File: config.mk
export PLATFORM = sky130hd
export DESIGN_NAME = toy_itcm_arb
export DESIGN_NICKNAME = d
export VERILOG_FILES = /design/src/rtl/toy_itcm_arb.sv
export SDC_FILE = /design/constraint.sdc
export NUM_CORES = 2
export LEC_CHECK = 0
export CAP_MARGIN = 10
export CORE_ASPECT_RATIO = 1.4
export CORE_UTILIZATION = 30
export DETAILED_ROUTE_END_ITERATION = 10
export GPL_ROUTABILITY_DRIVEN = 1
export GPL_TIMING_DRIVEN = 0
export PLACE_DENSITY = 0.58
export SETUP_SLACK_MARGIN = 0.1
export SLEW_MARGIN = 20
export SYNTH_ARGS = -nofsm -noshare
export SYNTH_HDL_FRONTEND = slang
export SYNTH_SLANG_ARGS = --single-unit
File: constraint.sdc
create_clock -name clk -period 7.5 [get_ports clk]
set_clock_uncertainty 0.2 [all_clocks]
set_input_delay 1.5 -clock clk [delete_from_list [all_inputs] [get_ports clk]]
set_output_delay 1.5 -clock clk [all_outputs]
set_load 0.01 [all_outputs]
File: src/rtl/toy_itcm_arb.sv
// Two-requester ITCM fetch arbiter with credit-gated issue and per-requester response FIFOs.
// Define TOY_ITCM_ARB_RR_EN for round-robin arbitration; otherwise requester 0 has fixed priority.

module toy_itcm_arb_rsp_fifo #(
  parameter int WIDTH = 134,
  parameter int DEPTH = 4
) (
  input  logic             clk,
  input  logic             rst,
  input  logic             push,
  input  logic [WIDTH-1:0] din,
  input  logic             pop,
  output logic             vld,
  output logic [WIDTH-1:0] dout,
  output logic             full
);
  localparam int AW = $clog2(DEPTH);
  localparam int CW = AW + 1;

  logic [WIDTH-1:0] mem [DEPTH];
  logic [AW-1:0]    wr_ptr, rd_ptr;
  logic [CW-1:0]    count;
  logic [CW-1:0]    remaining;
  logic [WIDTH-1:0] head_q;
  logic             do_pop;

  assign vld       = (count != '0);
  assign full      = (count == CW'(DEPTH));
  assign do_pop    = pop && vld;
  assign remaining = count - CW'(do_pop);
  assign dout      = head_q;

  // NOTE: storage is not reset; only pointers, count and the head register are,
  // so reset cost stays independent of DEPTH and entries are never read before written.
  always_ff @(posedge clk) begin
    if (push) mem[wr_ptr] <= din;
  end

  // Head register keeps the output registered: it always holds the oldest entry,
  // taking the incoming word directly when no older entry survives this cycle.
  always_ff @(posedge clk) begin
    if (rst) begin
      wr_ptr <= '0;
      rd_ptr <= '0;
      count  <= '0;
      head_q <= '0;
    end else begin
      if (push)   wr_ptr <= wr_ptr + AW'(1);
      if (do_pop) rd_ptr <= rd_ptr + AW'(1);
      count <= count + CW'(push) - CW'(do_pop);
      if (remaining == '0) begin
        if (push) head_q <= din;
      end else if (do_pop) begin
        head_q <= mem[rd_ptr + AW'(1)];
      end
    end
  end
endmodule

module toy_itcm_arb #(
  parameter int ADDR_WIDTH = 32,
  parameter int DATA_WIDTH = 128,
  parameter int ID_WIDTH   = 6,
  parameter int DEPTH      = 4
) (
  input  logic                  clk,
  input  logic                  rst,
  // requester 0: demand fetch
  input  logic                  r0_req_vld,
  output logic                  r0_req_rdy,
  input  logic [ADDR_WIDTH-1:0] r0_req_addr,
  input  logic [ID_WIDTH-1:0]   r0_req_entry_id,
  output logic                  r0_ack_vld,
  input  logic                  r0_ack_rdy,
  output logic [DATA_WIDTH-1:0] r0_ack_data,
  output logic [ID_WIDTH-1:0]   r0_ack_entry_id,
  // requester 1: prefetch / debug
  input  logic                  r1_req_vld,
  output logic                  r1_req_rdy,
  input  logic [ADDR_WIDTH-1:0] r1_req_addr,
  input  logic [ID_WIDTH-1:0]   r1_req_entry_id,
  output logic                  r1_ack_vld,
  input  logic                  r1_ack_rdy,
  output logic [DATA_WIDTH-1:0] r1_ack_data,
  output logic [ID_WIDTH-1:0]   r1_ack_entry_id,
  // ITCM port
  output logic                  mem_req_vld,
  input  logic                  mem_req_rdy,
  output logic [ADDR_WIDTH-1:0] mem_req_addr,
  output logic [ID_WIDTH-1:0]   mem_req_entry_id,
  input  logic                  mem_ack_vld,
  input  logic [DATA_WIDTH-1:0] mem_ack_data,
  input  logic [ID_WIDTH-1:0]   mem_ack_entry_id,
  output logic                  mem_ack_rdy,
  output logic                  err_orphan_ack
);
  localparam int CW       = $clog2(DEPTH + 1);
  localparam int OQ_DEPTH = 2 * DEPTH;
  localparam int OAW      = $clog2(OQ_DEPTH);
  localparam int OCW      = OAW + 1;
  localparam int RW       = ID_WIDTH + DATA_WIDTH;
  localparam logic [CW-1:0] CRED_MAX = CW'(DEPTH);

  function automatic logic [CW-1:0] cred_next(input logic [CW-1:0] cnt,
                                               input logic inc, input logic dec);
    logic [CW-1:0] res;
    res = cnt;
    case ({inc, dec})
      2'b10:   res = cnt + CW'(1);
      2'b01:   res = cnt - CW'(1);
      default: res = cnt;
    endcase
    return res;
  endfunction

  logic [CW-1:0] cnt0, cnt1;
  logic          elig0, elig1, win1, gnt0, gnt1;
  logic          mem_hs, req_hs0, req_hs1, ack_hs0, ack_hs1;

`ifdef TOY_ITCM_ARB_RR_EN
  logic rr_ptr;  // requester preferred when both are eligible
`endif

  // NOTE: every signal assigned in this block gets a value on every path,
  // so no latch is inferred.
  always_comb begin
    elig0 = !rst && r0_req_vld && (cnt0 < CRED_MAX);
    elig1 = !rst && r1_req_vld && (cnt1 < CRED_MAX);
`ifdef TOY_ITCM_ARB_RR_EN
    win1  = elig1 && (!elig0 || rr_ptr);
`else
    win1  = elig1 && !elig0;
`endif
    gnt0  = elig0 && !win1;
    gnt1  = win1;
  end

  assign mem_req_vld      = elig0 || elig1;
  assign mem_req_addr     = win1 ? r1_req_addr     : r0_req_addr;
  assign mem_req_entry_id = win1 ? r1_req_entry_id : r0_req_entry_id;
  assign r0_req_rdy       = gnt0 && mem_req_rdy;
  assign r1_req_rdy       = gnt1 && mem_req_rdy;
  assign mem_hs           = mem_req_vld && mem_req_rdy;
  assign req_hs0          = r0_req_vld && r0_req_rdy;
  assign req_hs1          = r1_req_vld && r1_req_rdy;
  assign ack_hs0          = r0_ack_vld && r0_ack_rdy;
  assign ack_hs1          = r1_ack_vld && r1_ack_rdy;
  assign mem_ack_rdy      = 1'b1;

  // NOTE: sequential state uses non-blocking assignments only, so every
  // register samples the pre-edge values regardless of block ordering.
  always_ff @(posedge clk) begin
    if (rst) begin
      cnt0 <= '0;
      cnt1 <= '0;
    end else begin
      cnt0 <= cred_next(cnt0, req_hs0, ack_hs0);
      cnt1 <= cred_next(cnt1, req_hs1, ack_hs1);
    end
  end

`ifdef TOY_ITCM_ARB_RR_EN
  always_ff @(posedge clk) begin
    if (rst)         rr_ptr <= 1'b0;
    else if (mem_hs) rr_ptr <= !win1;
  end
`endif

  // Order queue: source id of each issued request, popped by the in-order ITCM acks.
  logic [OQ_DEPTH-1:0] oq_src;
  logic [OAW-1:0]      oq_wr, oq_rd;
  logic [OCW-1:0]      oq_cnt;
  logic                oq_empty, oq_pop, oq_head;

  assign oq_empty = (oq_cnt == '0);
  assign oq_pop   = mem_ack_vld && !oq_empty;
  assign oq_head  = oq_src[oq_rd];

  always_ff @(posedge clk) begin
    if (mem_hs) oq_src[oq_wr] <= win1;
  end

  always_ff @(posedge clk) begin
    if (rst) begin
      oq_wr  <= '0;
      oq_rd  <= '0;
      oq_cnt <= '0;
    end else begin
      if (mem_hs) oq_wr <= oq_wr + OAW'(1);
      if (oq_pop) oq_rd <= oq_rd + OAW'(1);
      oq_cnt <= oq_cnt + OCW'(mem_hs) - OCW'(oq_pop);
    end
  end

  always_ff @(posedge clk) begin
    if (rst)                          err_orphan_ack <= 1'b0;
    else if (mem_ack_vld && oq_empty) err_orphan_ack <= 1'b1;
  end

  logic          rsp_push0, rsp_push1, rsp_full0, rsp_full1;
  logic [RW-1:0] rsp_din, rsp_dout0, rsp_dout1;

  assign rsp_din   = {mem_ack_entry_id, mem_ack_data};
  assign rsp_push0 = oq_pop && !oq_head;
  assign rsp_push1 = oq_pop && oq_head;

  toy_itcm_arb_rsp_fifo #(.WIDTH(RW), .DEPTH(DEPTH)) u_rsp0 (
    .clk  (clk),
    .rst  (rst),
    .push (rsp_push0),
    .din  (rsp_din),
    .pop  (r0_ack_rdy),
    .vld  (r0_ack_vld),
    .dout (rsp_dout0),
    .full (rsp_full0)
  );

  toy_itcm_arb_rsp_fifo #(.WIDTH(RW), .DEPTH(DEPTH)) u_rsp1 (
    .clk  (clk),
    .rst  (rst),
    .push (rsp_push1),
    .din  (rsp_din),
    .pop  (r1_ack_rdy),
    .vld  (r1_ack_vld),
    .dout (rsp_dout1),
    .full (rsp_full1)
  );

  assign {r0_ack_entry_id, r0_ack_data} = rsp_dout0;
  assign {r1_ack_entry_id, r1_ack_data} = rsp_dout1;

  // Credits make these unreachable; firing means the credit accounting is broken.
  a_rsp0_no_overflow: assert property (@(posedge clk) disable iff (rst)
    !(rsp_push0 && rsp_full0 && !ack_hs0));
  a_rsp1_no_overflow: assert property (@(posedge clk) disable iff (rst)
    !(rsp_push1 && rsp_full1 && !ack_hs1));
  a_oq_no_overflow: assert property (@(posedge clk) disable iff (rst)
    !(mem_hs && !oq_pop && (oq_cnt == OCW'(OQ_DEPTH))));
endmodule

---- After elaboration in Yosys (flattened, before gate mapping) ----
Memory sizes are Yosys's and may differ from the RTL's.
Cells that the tools add are included.
Widths: inputs -> output; s select.
word-level totals
  logic and storage cells ................. 100
  flip-flop bits (word level) ............. 307
  memories ................................ 2
  bits in writable memories ............... 1072
  output and inout port bits .............. 313
operators by class
  add/sub/neg operators ................... 18
  $lt $le $gt $ge ......................... 5
  muxes and demuxes ....................... 19
  reductions and logical operators ........ 35
  eq/ne operators ......................... 6
memory list
  name        words  bits a word  rd ports  clocked after Yosys merged registers in  wr ports  RTL line  text
  u_rsp0.mem  4      134          1         0                                        1         20        logic [WIDTH-1:0] mem [DEPTH];
  u_rsp1.mem  4      134          1         0                                        1         20
operator list
  operator             count
  $mux 134             6
  $mux 32              1
  $logic_and 1x1->1    18
  $add 3x1->3 const B  4
  $pmux 3 s2           2
  $sub 3x1->3          4
  $add 2x1->2 const B  4
  $bwmux 8             1
  $lt 3x4->1 const B   2
  $reduce_bool 2->1    4
  $add 3x1->3          2
  $logic_not 3->1      2
  $lt 3x3->1 const B   2
  $mux 1               6
  $mux 6               1
  $reduce_bool 3->1    2
  $sub 3x1->3 const B  2
  $logic_not 1->1      5
  $add 4x1->4          1
  $eq 2x1->1 const B   2
  $eq 2x2->1 const B   2
  $logic_not 4->1      1
  $ne 2x1->1 const B   2
  $reduce_and 2->1     2
  5 further kinds      5

---- Logic depth before layout (Yosys ltp) ----
  depth after elaboration ................. 11
  depth in mapped cells ................... 13
  gate-level depth less buffers ........... 11

---- Cells and area by module ----
A second synthesis with hierarchy kept.
second synthesis, totals
  cells, all modules ...................... 3249
  area total of the unflattened synthesis .. 53301.1 um2
modules (own cells, without submodules)
  module                 instances  cells an instance  area an instance (um2)
  toy_itcm_arb_rsp_fifo  2          1494               25729.7
  toy_itcm_arb           1          261                1841.8

---- Worst setup path after synthesis ----
OpenSTA, ideal clock, no wires.
  path type ............................... in2reg
  from .................................... input mem_ack_vld
  to ...................................... memory u_rsp0.mem[0][0] (enable)
  stages .................................. 4
  required time ........................... 6.791 ns
  path slack .............................. 1.426 ns
  arrival time ............................ 5.365 ns
  setup time .............................. 0.509 ns
  path through ............................ and2_1 clkbuf_1 a21boi_1 and2_1
between the ends
  cells in the longest elaborated chain, start to end .. 4
RTL lines
  what                          RTL line  text
  start, declared               91        input logic mem_ack_vld,
  $logic_and 1x1->1             176       assign oq_pop = mem_ack_vld && !oq_empty;
  via oq_pop                    173       logic oq_empty, oq_pop, oq_head;
  $logic_and 1x1->1             204       assign rsp_push0 = oq_pop && !oq_head;
  via rsp_push0                 200       logic rsp_push0, rsp_push1, rsp_full0, rsp_full1;
  $mux 1                        36        if (push) mem[wr_ptr] <= din;
  $mux 1 (not written as such)  36
  end, declared                 20
The timed path passes the listed nets, and every way through them passes these cells.

---- Worst setup path after layout ----
  from .................................... input rst
  to ...................................... output mem_req_addr[20]
between the ends
  cells in the longest elaborated chain, start to end .. 6
  elaborated cells between the ends (all ways) .. 8
  classes of those cells .................. mux: 1; reduce/logical: 7
RTL lines
  what                            RTL line  text
  start, declared                 67        input logic rst,
  $logic_not 1->1 *               127, 128
  $logic_and 1x1->1 (2 in a row)  127       elig0 = !rst && r0_req_vld && (cnt0 < CRED_MAX);
  $logic_not 1->1                 132       win1 = elig1 && !elig0;
  $logic_and 1x1->1 *             132
  $mux 32 *                       139       assign mem_req_addr = win1 ? r1_req_addr : r0_req_addr;
  end, declared                   89        output logic [ADDR_WIDTH-1:0] mem_req_addr,
Every way passes the cells marked *; elsewhere a longest branch is shown, timed or not.

==> results.yml <==
pwr:
  swShare: 0.327
  cellInternalPower_uw: 16900
  power_frac_seq: 0.386
  static-leakage-power_uw: 0.0222
  p_per_area_mw_per_mm2: 373
  combinationalPowerShare: 0.319
  pwr-share-clk: 0.294
  p_sw_uw: 8210
  vdd_drop_max_uv: 240
  fin_total_pwr_uw: 25100
setup_path:
  crit_chain: "clkdlybuf4s50_1 > or3_1 > clkbuf_1 > clkbuf_1 > nand2_1 > nand2_1 > clkdlybuf4s50_1"
  crit_slowest_cell: "clkdlybuf4s50_1"
  cp_num_cells: 7
  cp.buffers_inverters: 4
  crit_family: "buffers and inverters"
  crit_path_end_kind: "primary output"
  cp_max_fo: 10
  worstPathArrival_ns: 4.32
  worst_setup_path_start_kind: "input port"
  path_class: "input port to primary output"
  critPathMaxStageDelay_ns: 0.67
  critPathRequiredTime_ns: 5.80
  reg2reg_depth: 11
global_routing:
  grt_pass1_vias: 30900
  grt_start_max_net_pins: 43
  grt_overflow: 0
  grtUsageTotal: 0.172
  grt_pass1_wl_um: 221000
  antenna_found_initial: 31
routing:
  dr.pass1.iters: 5
  vias_per_cell: 4.93
  final_antenna_net_count: 0
  vias: 30100
  wirelength_um: 157000
  drc: 0
  wire_per_inst_um: 25.7
  first_iter_violations: 2082
synth:
  synth_top_cell_area_share: 0.608
  postSynthAreaPerCell_um2: 18.0
  syn-num-nets: 3203
  synth_top_family_by_area: "multiplexers"
  synthCells: 2957
  synth-seq-area-share: 0.721
  synthMuxAreaShare: 0.165
  synthAdderAreaFrac: 0.00728
  synth_xor_xnor_area_share: 0.00345
  synth-simple-area-share: 0.0381
  synth.distinct_cells: 44
  synth_compound_area_frac: 0.0462
  syn_area_mm2: 0.0533
  synth_async_sr_flop_share: 0
  synth-main-ff-cell: "edfxtp_1"
  ys_seq_elements: 1379
  synth_top_area_cell: "edfxtp_1"
  ys_top_cells_by_area: "edfxtp_1, mux4_2, dfxtp_1"
  synth_edf_count: 1080
  yosys_warnings: 0
cts:
  clock_latency_ns: 0.80
  cts_root_buffer: "clkbuf_16"
  cts_tree: "built"
  cts.sinks: 1379
  cts_buffer_depth: 3
  htree_levels: 4
  cts_resized: 0
  ctsHoldBuffers: 0
  path_clk_slew_ns: 0.06
  post_cts_buffers: 0
  cts_buffers: 143
sta:
  fmax_mhz: 166
  setup_viol: 0
  min_period_over_period: 0.802
  tightest_slew_ns: 1.16
  min_period_ns: 6.02
  tns_ns: 0
  rsz0062_at_grt: "false"
  hold_violations: 0
  hold_ws_ns: 0.296
  slew_headroom: 0.225
  slew_viol_final: 0
placement:
  hpwlAfterDp_um: 107000
  gp_congestion: 0.732
  dp_cells: 5820
  port_buffers: 529
floorplanning:
  core_mm2: 0.176
  core.rowCount: 182
  die_x_um: 358
  pin_count: 531
  dieArea_mm2: 0.179
  initial_core_util: 0.303
  fp.dieH_um: 501
job:
  drv_cap: 0
finish:
  num-fill-cells: 16300
  drive_above_1_share: 0.178
  num-nets-final: 3911
  fin_cells: 6102
  areaGrowthSynthToFinish_pct: 26.1
worst_hold_path:
  worst_hold_path.num_cells: 2
  hp-class: "flip-flop to flip-flop"
status:
  outcome: "finished clean"
layout by cell type, fill, tap and decap left out, types with 60 or more instances in the layout:
cell / count
clkbuf_16: 145
nor3_1: 136
clkbuf_1: 158
clkdlybuf4s50_1: 529
buf_2: 62
nor2_1: 167
a211oi_1: 208
mux4_2: 268
mux2i_1: 272
nand2_1: 122
dfxtp_1: 299
edfxtp_1: 1080
a211oi_2: 60
flip-flops by register name, summed over array words and instances (netlist names), 4 cells and up:
register / flops
oq_cnt: 4
oq_src: 8
u_rsp0.mem: 536
u_rsp0.dout: 134
u_rsp1.mem: 536
u_rsp1.dout: 134
tightest hold or removal path, cell delays in order (launching register included):
cell and delay, ns:
dfxtp_1 0.32, o21ai_0 0.07, a21oi_1 0.06
path summary, 6_finish.rpt:
kind | startpoint | endpoint | slack [ns]
hold / removal | cnt0[2] | cnt0[2] | 0.30
setup / recovery | rst | mem_req_addr[20] | 1.48
setup reg to reg | u_rsp0.count[1] | u_rsp0.dout[95] | 2.90
hold reg to reg | cnt0[2] | cnt0[2] | 0.30
layer usage:
layer	track usage	routed length, um	up-vias
li1	-	-	13200
met1	0.213	63600	15700
met2	0.285	76600	930
met3	0.0475	12100	233
met4	0.0637	4440	32
met5	0	211	-
through the flow:
stage,area [um2],util,setup WS (ns)
after floorplan,53300,-,1.43
after global placement,61500,0.349,-3.17
after detailed placement,62300,0.354,1.44
after CTS,67200,0.382,1.44
after global routing,67200,0.382,1.33
final,67200,0.382,1.48
power groups by stage:
stage	Combinational [uW]	Sequential [uW]	Clock (uW)
after CTS	8180	9690	7560
after global placement	7940	10000	0
after detailed placement	8150	9840	0
after global routing	8630	9750	7800
final	8000	9680	7380
after floorplan	4630	9930	0
cells in the mapped netlist (7+ instances only):
cell type,instances
nor2b_1,7
a211oi_2,60
nor2_1,167
clkbuf_1,121
xnor2_1,11
buf_1,11
buf_2,61
and2_1,10
dfxtp_1,299
nand2b_1,9
mux4_2,268
a21oi_1,8
edfxtp_1,1080
nor3_1,136
ha_1,23
buf_6,8
nand2_1,122
a211oi_1,208
inv_1,25
xor2_1,10
mux2i_1,272
cells by family after synthesis:
logic type               Yosys count
other                              1
adder cells (fa/ha/maj)           28
multiplexers                     544
AO/OA/AOI/OAI                    289
AND/OR/NAND/NOR                  465
XOR/XNOR                          21
buffers and inverters            230
flip-flops                      1379
final cells by class:
type	count	area (um2)	share of cell area
Timing Repair Buffer	563	6100	0.0908
Sequential cell	1379	38400	0.572
Multi-Input combinational cell	1348	13900	0.207
Tap cell	2300	2880	0.0428
Antenna cell	14	35.0	0.000521
Inverter	25	93.8	0.00140
Buffer	205	932	0.0139
Clock inverter	69	932	0.0139
Clock buffer	199	3920	0.0583
No activity file was read; power rests on OpenSTA's default activity.
